## src/rtl/morse_msg_player.sv

```systemverilog
// morse_msg_player: FIFO-buffered ASCII-to-Morse keyer with key envelope and gated tone.
// Define MORSE_DIGITS_EN to encode digits 0-9; otherwise digits are reported as bad_char.

module morse_msg_player #(
  parameter int unsigned DEPTH       = 8,
  parameter int unsigned UNIT_CYCLES = 200000,
  parameter int unsigned TONE_DIV    = 500
) (
  input  logic                       clk,
  input  logic                       rst,
  input  logic [7:0]                 in_data,
  input  logic                       in_valid,
  output logic                       in_ready,
  input  logic                       flush,
  output logic                       key_out,
  output logic                       buzzer_out,
  output logic                       busy,
  output logic [$clog2(DEPTH+1)-1:0] fifo_level,
  output logic                       overflow,
  output logic                       bad_char
);

  localparam int unsigned PtrW  = $clog2(DEPTH);
  localparam int unsigned LvlW  = $clog2(DEPTH + 1);
  localparam int unsigned TickW = $clog2(UNIT_CYCLES);
  localparam int unsigned ToneW = (TONE_DIV > 1) ? $clog2(TONE_DIV) : 1;
`ifdef MORSE_DIGITS_EN
  localparam int unsigned SymW  = 3;
  localparam int unsigned PatW  = 5;
`else
  localparam int unsigned SymW  = 2;
  localparam int unsigned PatW  = 4;
`endif
  localparam logic [TickW-1:0] TickLast = TickW'(UNIT_CYCLES - 1);
  localparam logic [ToneW-1:0] ToneLast = ToneW'(TONE_DIV - 1);

  typedef enum logic [2:0] {StIdle, StLoad, StMark, StSgap, StCgap, StWgap} state_e;

  state_e              r_state, w_state_nxt;
  logic [7:0]          r_mem [DEPTH];
  logic [PtrW-1:0]     r_wr_ptr, r_rd_ptr;
  logic [LvlW-1:0]     r_level;
  logic [PatW-1:0]     r_pat;
  logic [SymW-1:0]     r_len_m1, r_sym_idx;
  logic [TickW-1:0]    r_tick;
  logic [2:0]          r_units;
  logic [ToneW-1:0]    r_tone_cnt;
  logic                r_phase, r_overflow, r_bad_char;

  logic                w_push, w_pop, w_load, w_restart, w_done, w_more;
  logic [7:0]          w_head, w_char;
  logic                w_is_letter, w_is_digit, w_is_sym, w_is_space;
  logic [SymW+PatW-1:0] w_code;
  logic [SymW-1:0]     w_sym_pos;
  logic                w_cur_sym;
  logic [2:0]          w_units_m1;

  assign in_ready   = (r_level < LvlW'(DEPTH));
  assign w_push     = in_valid & in_ready & ~flush;
  assign w_pop      = w_load & ~flush;
  assign key_out    = (r_state == StMark);
  assign buzzer_out = r_phase;
  assign busy       = (r_state != StIdle) || (r_level != '0);
  assign fifo_level = r_level;
  assign overflow   = r_overflow;
  assign bad_char   = r_bad_char;

  // Encoder: pattern is MSB-first over len bits, 1 = dash.
  function automatic logic [SymW+PatW-1:0] code(input int unsigned len, input logic [4:0] bits);
    return {SymW'(len - 1), PatW'(bits)};
  endfunction

  assign w_head      = r_mem[r_rd_ptr];
  assign w_char      = (w_head >= "a" && w_head <= "z") ? w_head - 8'h20 : w_head;
  assign w_is_letter = (w_char >= "A") && (w_char <= "Z");
`ifdef MORSE_DIGITS_EN
  assign w_is_digit  = (w_char >= "0") && (w_char <= "9");
`else
  assign w_is_digit  = 1'b0;
`endif
  assign w_is_sym    = w_is_letter | w_is_digit;
  assign w_is_space  = (w_char == 8'h20);

  always_comb begin
    w_code = '0;
    case (w_char)
      "A": w_code = code(2, 5'b01);    "B": w_code = code(4, 5'b1000);
      "C": w_code = code(4, 5'b1010);  "D": w_code = code(3, 5'b100);
      "E": w_code = code(1, 5'b0);     "F": w_code = code(4, 5'b0010);
      "G": w_code = code(3, 5'b110);   "H": w_code = code(4, 5'b0000);
      "I": w_code = code(2, 5'b00);    "J": w_code = code(4, 5'b0111);
      "K": w_code = code(3, 5'b101);   "L": w_code = code(4, 5'b0100);
      "M": w_code = code(2, 5'b11);    "N": w_code = code(2, 5'b10);
      "O": w_code = code(3, 5'b111);   "P": w_code = code(4, 5'b0110);
      "Q": w_code = code(4, 5'b1101);  "R": w_code = code(3, 5'b010);
      "S": w_code = code(3, 5'b000);   "T": w_code = code(1, 5'b1);
      "U": w_code = code(3, 5'b001);   "V": w_code = code(4, 5'b0001);
      "W": w_code = code(3, 5'b011);   "X": w_code = code(4, 5'b1001);
      "Y": w_code = code(4, 5'b1011);  "Z": w_code = code(4, 5'b1100);
`ifdef MORSE_DIGITS_EN
      "0": w_code = code(5, 5'b11111); "1": w_code = code(5, 5'b01111);
      "2": w_code = code(5, 5'b00111); "3": w_code = code(5, 5'b00011);
      "4": w_code = code(5, 5'b00001); "5": w_code = code(5, 5'b00000);
      "6": w_code = code(5, 5'b10000); "7": w_code = code(5, 5'b11000);
      "8": w_code = code(5, 5'b11100); "9": w_code = code(5, 5'b11110);
`endif
      default: w_code = '0;
    endcase
  end

  assign w_sym_pos = r_len_m1 - r_sym_idx;
  assign w_cur_sym = r_pat[w_sym_pos];

  always_comb begin
    w_units_m1 = 3'd0;
    case (r_state)
      StMark:  w_units_m1 = w_cur_sym ? 3'd2 : 3'd0;
      StCgap:  w_units_m1 = 3'd2;
      StWgap:  w_units_m1 = 3'd3;
      default: w_units_m1 = 3'd0;
    endcase
  end

  assign w_done = (r_tick == TickLast) && (r_units == w_units_m1);
  // Entries left after this pop (pop is only taken with a non-empty FIFO).
  assign w_more = (r_level != LvlW'(1)) || w_push;

  // Gap states pop the next entry on their last cycle so gaps stay exact unit multiples.
  always_comb begin
    w_state_nxt = r_state;
    w_load      = 1'b0;
    unique case (r_state)
      StIdle: if (r_level != '0) w_state_nxt = StLoad;
      StLoad: w_load = 1'b1;
      StMark: if (w_done) w_state_nxt = (r_sym_idx == r_len_m1) ? StCgap : StSgap;
      StSgap: if (w_done) w_state_nxt = StMark;
      StCgap, StWgap: begin
        if (w_done) begin
          if (r_level != '0) w_load = 1'b1;
          else               w_state_nxt = StIdle;
        end
      end
      default: w_state_nxt = StIdle;
    endcase
    if (w_load) begin
      if (w_is_sym)        w_state_nxt = StMark;
      else if (w_is_space) w_state_nxt = StWgap;
      else                 w_state_nxt = w_more ? StLoad : StIdle;
    end
    if (flush) w_state_nxt = StIdle;
  end

  assign w_restart = (w_state_nxt != r_state) || w_load;

  always_ff @(posedge clk) begin
    if (w_push) r_mem[r_wr_ptr] <= in_data;
  end

  always_ff @(posedge clk or negedge rst) begin
    if (!rst) begin
      r_wr_ptr <= '0;
      r_rd_ptr <= '0;
      r_level  <= '0;
    end else if (flush) begin
      r_wr_ptr <= '0;
      r_rd_ptr <= '0;
      r_level  <= '0;
    end else begin
      if (w_push) r_wr_ptr <= r_wr_ptr + PtrW'(1);
      if (w_pop)  r_rd_ptr <= r_rd_ptr + PtrW'(1);
      r_level <= r_level + LvlW'(w_push) - LvlW'(w_pop);
    end
  end

  always_ff @(posedge clk or negedge rst) begin
    if (!rst) begin
      r_state    <= StIdle;
      r_pat      <= '0;
      r_len_m1   <= '0;
      r_sym_idx  <= '0;
      r_overflow <= 1'b0;
      r_bad_char <= 1'b0;
    end else begin
      r_state    <= w_state_nxt;
      r_overflow <= in_valid & ~in_ready & ~flush;
      r_bad_char <= w_pop & ~w_is_sym & ~w_is_space;
      if (w_pop) begin
        r_pat     <= w_code[PatW-1:0];
        r_len_m1  <= w_code[SymW+PatW-1:PatW];
        r_sym_idx <= '0;
      end else if (r_state == StMark && w_done && r_sym_idx != r_len_m1) begin
        r_sym_idx <= r_sym_idx + SymW'(1);
      end
    end
  end

  always_ff @(posedge clk or negedge rst) begin
    if (!rst) begin
      r_tick  <= '0;
      r_units <= '0;
    end else if (w_restart) begin
      r_tick  <= '0;
      r_units <= '0;
    end else if (r_tick == TickLast) begin
      r_tick  <= '0;
      r_units <= r_units + 3'd1;
    end else begin
      r_tick  <= r_tick + TickW'(1);
    end
  end

  always_ff @(posedge clk or negedge rst) begin
    if (!rst) begin
      r_phase    <= 1'b0;
      r_tone_cnt <= '0;
    end else if (w_state_nxt == StMark && r_state != StMark) begin
      r_phase    <= 1'b1;
      r_tone_cnt <= '0;
    end else if (w_state_nxt == StMark) begin
      if (r_tone_cnt == ToneLast) begin
        r_phase    <= ~r_phase;
        r_tone_cnt <= '0;
      end else begin
        r_tone_cnt <= r_tone_cnt + ToneW'(1);
      end
    end else begin
      r_phase    <= 1'b0;
      r_tone_cnt <= '0;
    end
  end

endmodule
```

## config.mk

```make
export PLATFORM = sky130hd
export DESIGN_NAME = morse_msg_player
export DESIGN_NICKNAME = d
export VERILOG_FILES = /design/src/rtl/morse_msg_player.sv
export SDC_FILE = /design/constraint.sdc
export NUM_CORES = 1
export LEC_CHECK = 0
export BUFFER_PORTS_ARGS = -buffer_cell sky130_fd_sc_hd__buf_4
export CAP_MARGIN = 20
export CORE_ASPECT_RATIO = 2
export CORE_MARGIN = 5
export CORE_UTILIZATION = 44
export CTS_BUF_LIST = sky130_fd_sc_hd__clkbuf_2
export DETAILED_ROUTE_END_ITERATION = 16
export SLEW_MARGIN = 25
export SYNTH_ARGS = -nofsm -noshare
export SYNTH_HDL_FRONTEND = slang
export SYNTH_SLANG_ARGS = --single-unit
```

## constraint.sdc

```tcl
create_clock -name clk -period 6.1 [get_ports clk]
set_clock_uncertainty 0.05 [all_clocks]
set_input_delay 0.915 -clock clk [delete_from_list [all_inputs] [get_ports clk]]
set_output_delay 0.915 -clock clk [all_outputs]
set_load 0.05 [all_outputs]
```

==> flow_summary.json <==
{
  "syn_nets": 586,
  "grt_usage_pct": 17.3,
  "antenna_found_initial": 1,
  "cts_max_level": 4,
  "clk_latency_ps": 660,
  "io_pins": 22,
  "setup_tns_ps": 0,
  "cts_buffers": 17,
  "fmax_ghz": 0.257,
  "routed.top_layer": "met4",
  "r2r_end": "r_units[0]$_DFFE_PN0P_",
  "core_um2": 14300,
  "slew_violations": 0,
  "wirelength_mm": 13.8,
  "cts_resized": 0,
  "drc": 0,
  "reg2reg_from": "r_rd_ptr[0]$_DFFE_PN0P_",
  "grt_pass1_wl_mm": 22.9,
  "wl_met1_mm": 4.87,
  "syn_to_final_growth_pct": 9.19,
  "yosysTopAreaCell": "edfxtp_1",
  "cp.required_ps": 6620,
  "clk_pin_slew_ps": 210,
  "drt_iter0_markers": 170,
  "grt_overflow": 0,
  "final_util_pct": 48.5,
  "setup_violations": 0,
  "grt_max_degree": 55,
  "root_buffer": "clkbuf_2",
  "slew_headroom_pct": 36.9,
  "yosys-top-cells-area": "edfxtp_1 30%, dfrtp_1 21%, mux4_2 4.6%",
  "rr_worst_depth": 11,
  "fin_nets": 607,
  "cts_max_path_buffers": 2,
  "synth_warnings": 0,
  "cp-start-kind": "flop",
  "synth_cell_types": 64,
  "maxCapViolCount": 0,
  "synth_enable_flop_cells": 64,
  "p_leak_nw": 2.59,
  "regToRegSetupSlack_ps": 2210,
  "met2_length_mm": 8.08,
  "ys_seq_elements": 118,
  "slowest_delay_ps": 560,
  "die_w_um": 94.9,
  "crit_type": "reg -> reg",
  "synthCells": 555,
  "ir_drop_mv": 0.242,
  "worstSetupEndpointType": "flop",
  "rows": 62,
  "tritoncts": "built",
  "synth_flop_cell": "edfxtp_1",
  "drive_above_1_share_pct": 15.6,
  "first_global_vias": 4546,
  "via_per_inst": 5.62,
  "wl_per_cell_um": 17.7,
  "postSynthAreaPerCell_um2": 11.4,
  "gp_congestion": 0.859,
  "final_cell_mix": "64 x edfxtp_1, 54 x dfrtp_1, 46 x nand2_1",
  "port_buffers": 21,
  "grt_setup_unrepaired": "false",
  "power.density_nw_per_um2": 374,
  "drt_pass1_iterations": 5,
  "status": "finished, final reports clean",
  "die_h_um": 180,
  "crit_chain": "buf_4 -> mux4_2 -> mux2i_2 -> inv_1 -> ha_1 -> o32ai_1 -> a211oi_1 -> o2111ai_1 -> nand3_2 -> nand2_4 -> mux2_2",
  "yosysSeqAreaShare_pct": 51.6,
  "finalCritPeriodShare_pct": 63.8,
  "worst_pin_slew_ps": 943,
  "die_area_um2": 17100,
  "final_common_cell": "edfxtp_1",
  "critPathSlowestCell": "mux4_2",
  "start_util_pct": 44.5,
  "cp_max_fo": 24,
  "hp-class": "in -> async",
  "dp_hpwl_mm": 10.2,
  "vias": 4398,
  "post_cts_buffers": 0,
  "synthArstFlopShare_pct": 45.8,
  "finalHoldViolCount": 0,
  "ctsHoldBuffers": 0,
  "synth_top_area_share_pct": 30.3,
  "wl_met3_um": 331,
  "ant_nets": 0,
  "min_period_ps": 3890,
  "cts.sinks": 118,
  "arrival_ps": 4410,
  "netlist_area_um2": 6340
}
## area by class of cell
cell class                 instances  area [um2]
antenna                            1        2.50
clock buffer                      17        85.1
clock inverter                    15         168
fill                            1345        7350
inverter                          21        78.8
multi-input combinational        393        2890
sequential                       118        3270
tap                              192         240
timing repair buffer              25         188
## routing by layer
layer	vias up	track usage (%)
li1	2099	-
met1	2178	17.5
met2	91	32.6
met3	30	3.05
met4	0	8.85
met5	-	0
## worst max-delay path: cells and delay by family, from the launching register on
kind,cells,cell delay [ps]
adder cells (fa/ha/maj),1,290
AO/OA/AOI/OAI,3,700
flip-flops,1,370
buffers and inverters,2,470
AND/OR/NAND/NOR,2,560
multiplexers,3,1360
## cell families after synthesis
family,share of synthesized area [%]
flip-flops,51.6
buffers and inverters,3.04
adder cells (fa/ha/maj),3.87
multiplexers,9.19
AO/OA/AOI/OAI,9.62
XOR/XNOR,5.19
AND/OR/NAND/NOR,17.5
## worst max-delay path by stage
stage                            startpoint                      end  slack (ps)  cells after the start
CTS                 r_rd_ptr[0]$_DFFE_PN0P_   r_units[0]$_DFFE_PN0P_        2200                     11
floorplan           fifo_level[3]$_DFF_PN0_  fifo_level[1]$_DFF_PN0_        2500                     13
global placement    r_rd_ptr[0]$_DFFE_PN0P_   r_units[1]$_DFFE_PN0P_        2310                     11
global route        r_rd_ptr[0]$_DFFE_PN0P_   r_units[0]$_DFFE_PN0P_        2010                     11
finish              r_rd_ptr[0]$_DFFE_PN0P_   r_units[0]$_DFFE_PN0P_        2210                     11
detailed placement  r_rd_ptr[0]$_DFFE_PN0P_   r_units[0]$_DFFE_PN0P_        2230                     11
## cell usage after synthesis (9+ instances only)
cell and count:
clkbuf_1 11, xnor2_1 21, nor2b_1 14, o31ai_1 10
nor3_1 21, nand2b_1 14, ha_1 18, dfrtp_1 54
nand2_1 46, nand4_1 9, nor4_1 9, a21oi_1 13
inv_1 19, xor2_1 14, o21ai_0 14, edfxtp_1 64
mux4_2 13, mux2i_1 24, nor2_1 43, nand3_1 26
## metrics by stage
stage	worst slack, ps	instances	power [mW]	instance area [um2]	hold slack, ps
after global placement	2310	749	2.05	6670	399
after detailed placement	2230	749	2.07	6670	416
after global routing	2010	782	2.77	6930	218
after CTS	2200	781	2.61	6930	194
final	2210	782	2.59	6930	209
after floorplan	2500	555	1.81	6340	385
## state kept, by name (all words and copies together), names as in the netlist
signal and cells:
bad_char 1, overflow 1, r_state 3, r_sym_idx 2, r_len_m1 2, r_tone_cnt 9, fifo_level 4, r_units 3
r_mem 64, r_tick 18, r_wr_ptr 3, buzzer_out 1, r_rd_ptr 3, r_pat 4
## power breakdown
group | internal (mW) | total, mW | switching, mW
combinational | 0.394 | 1.09 | 0.692
clock | 0.197 | 0.534 | 0.337
sequential | 0.907 | 0.969 | 0.0620
Power figures use the tool's default switching activity.
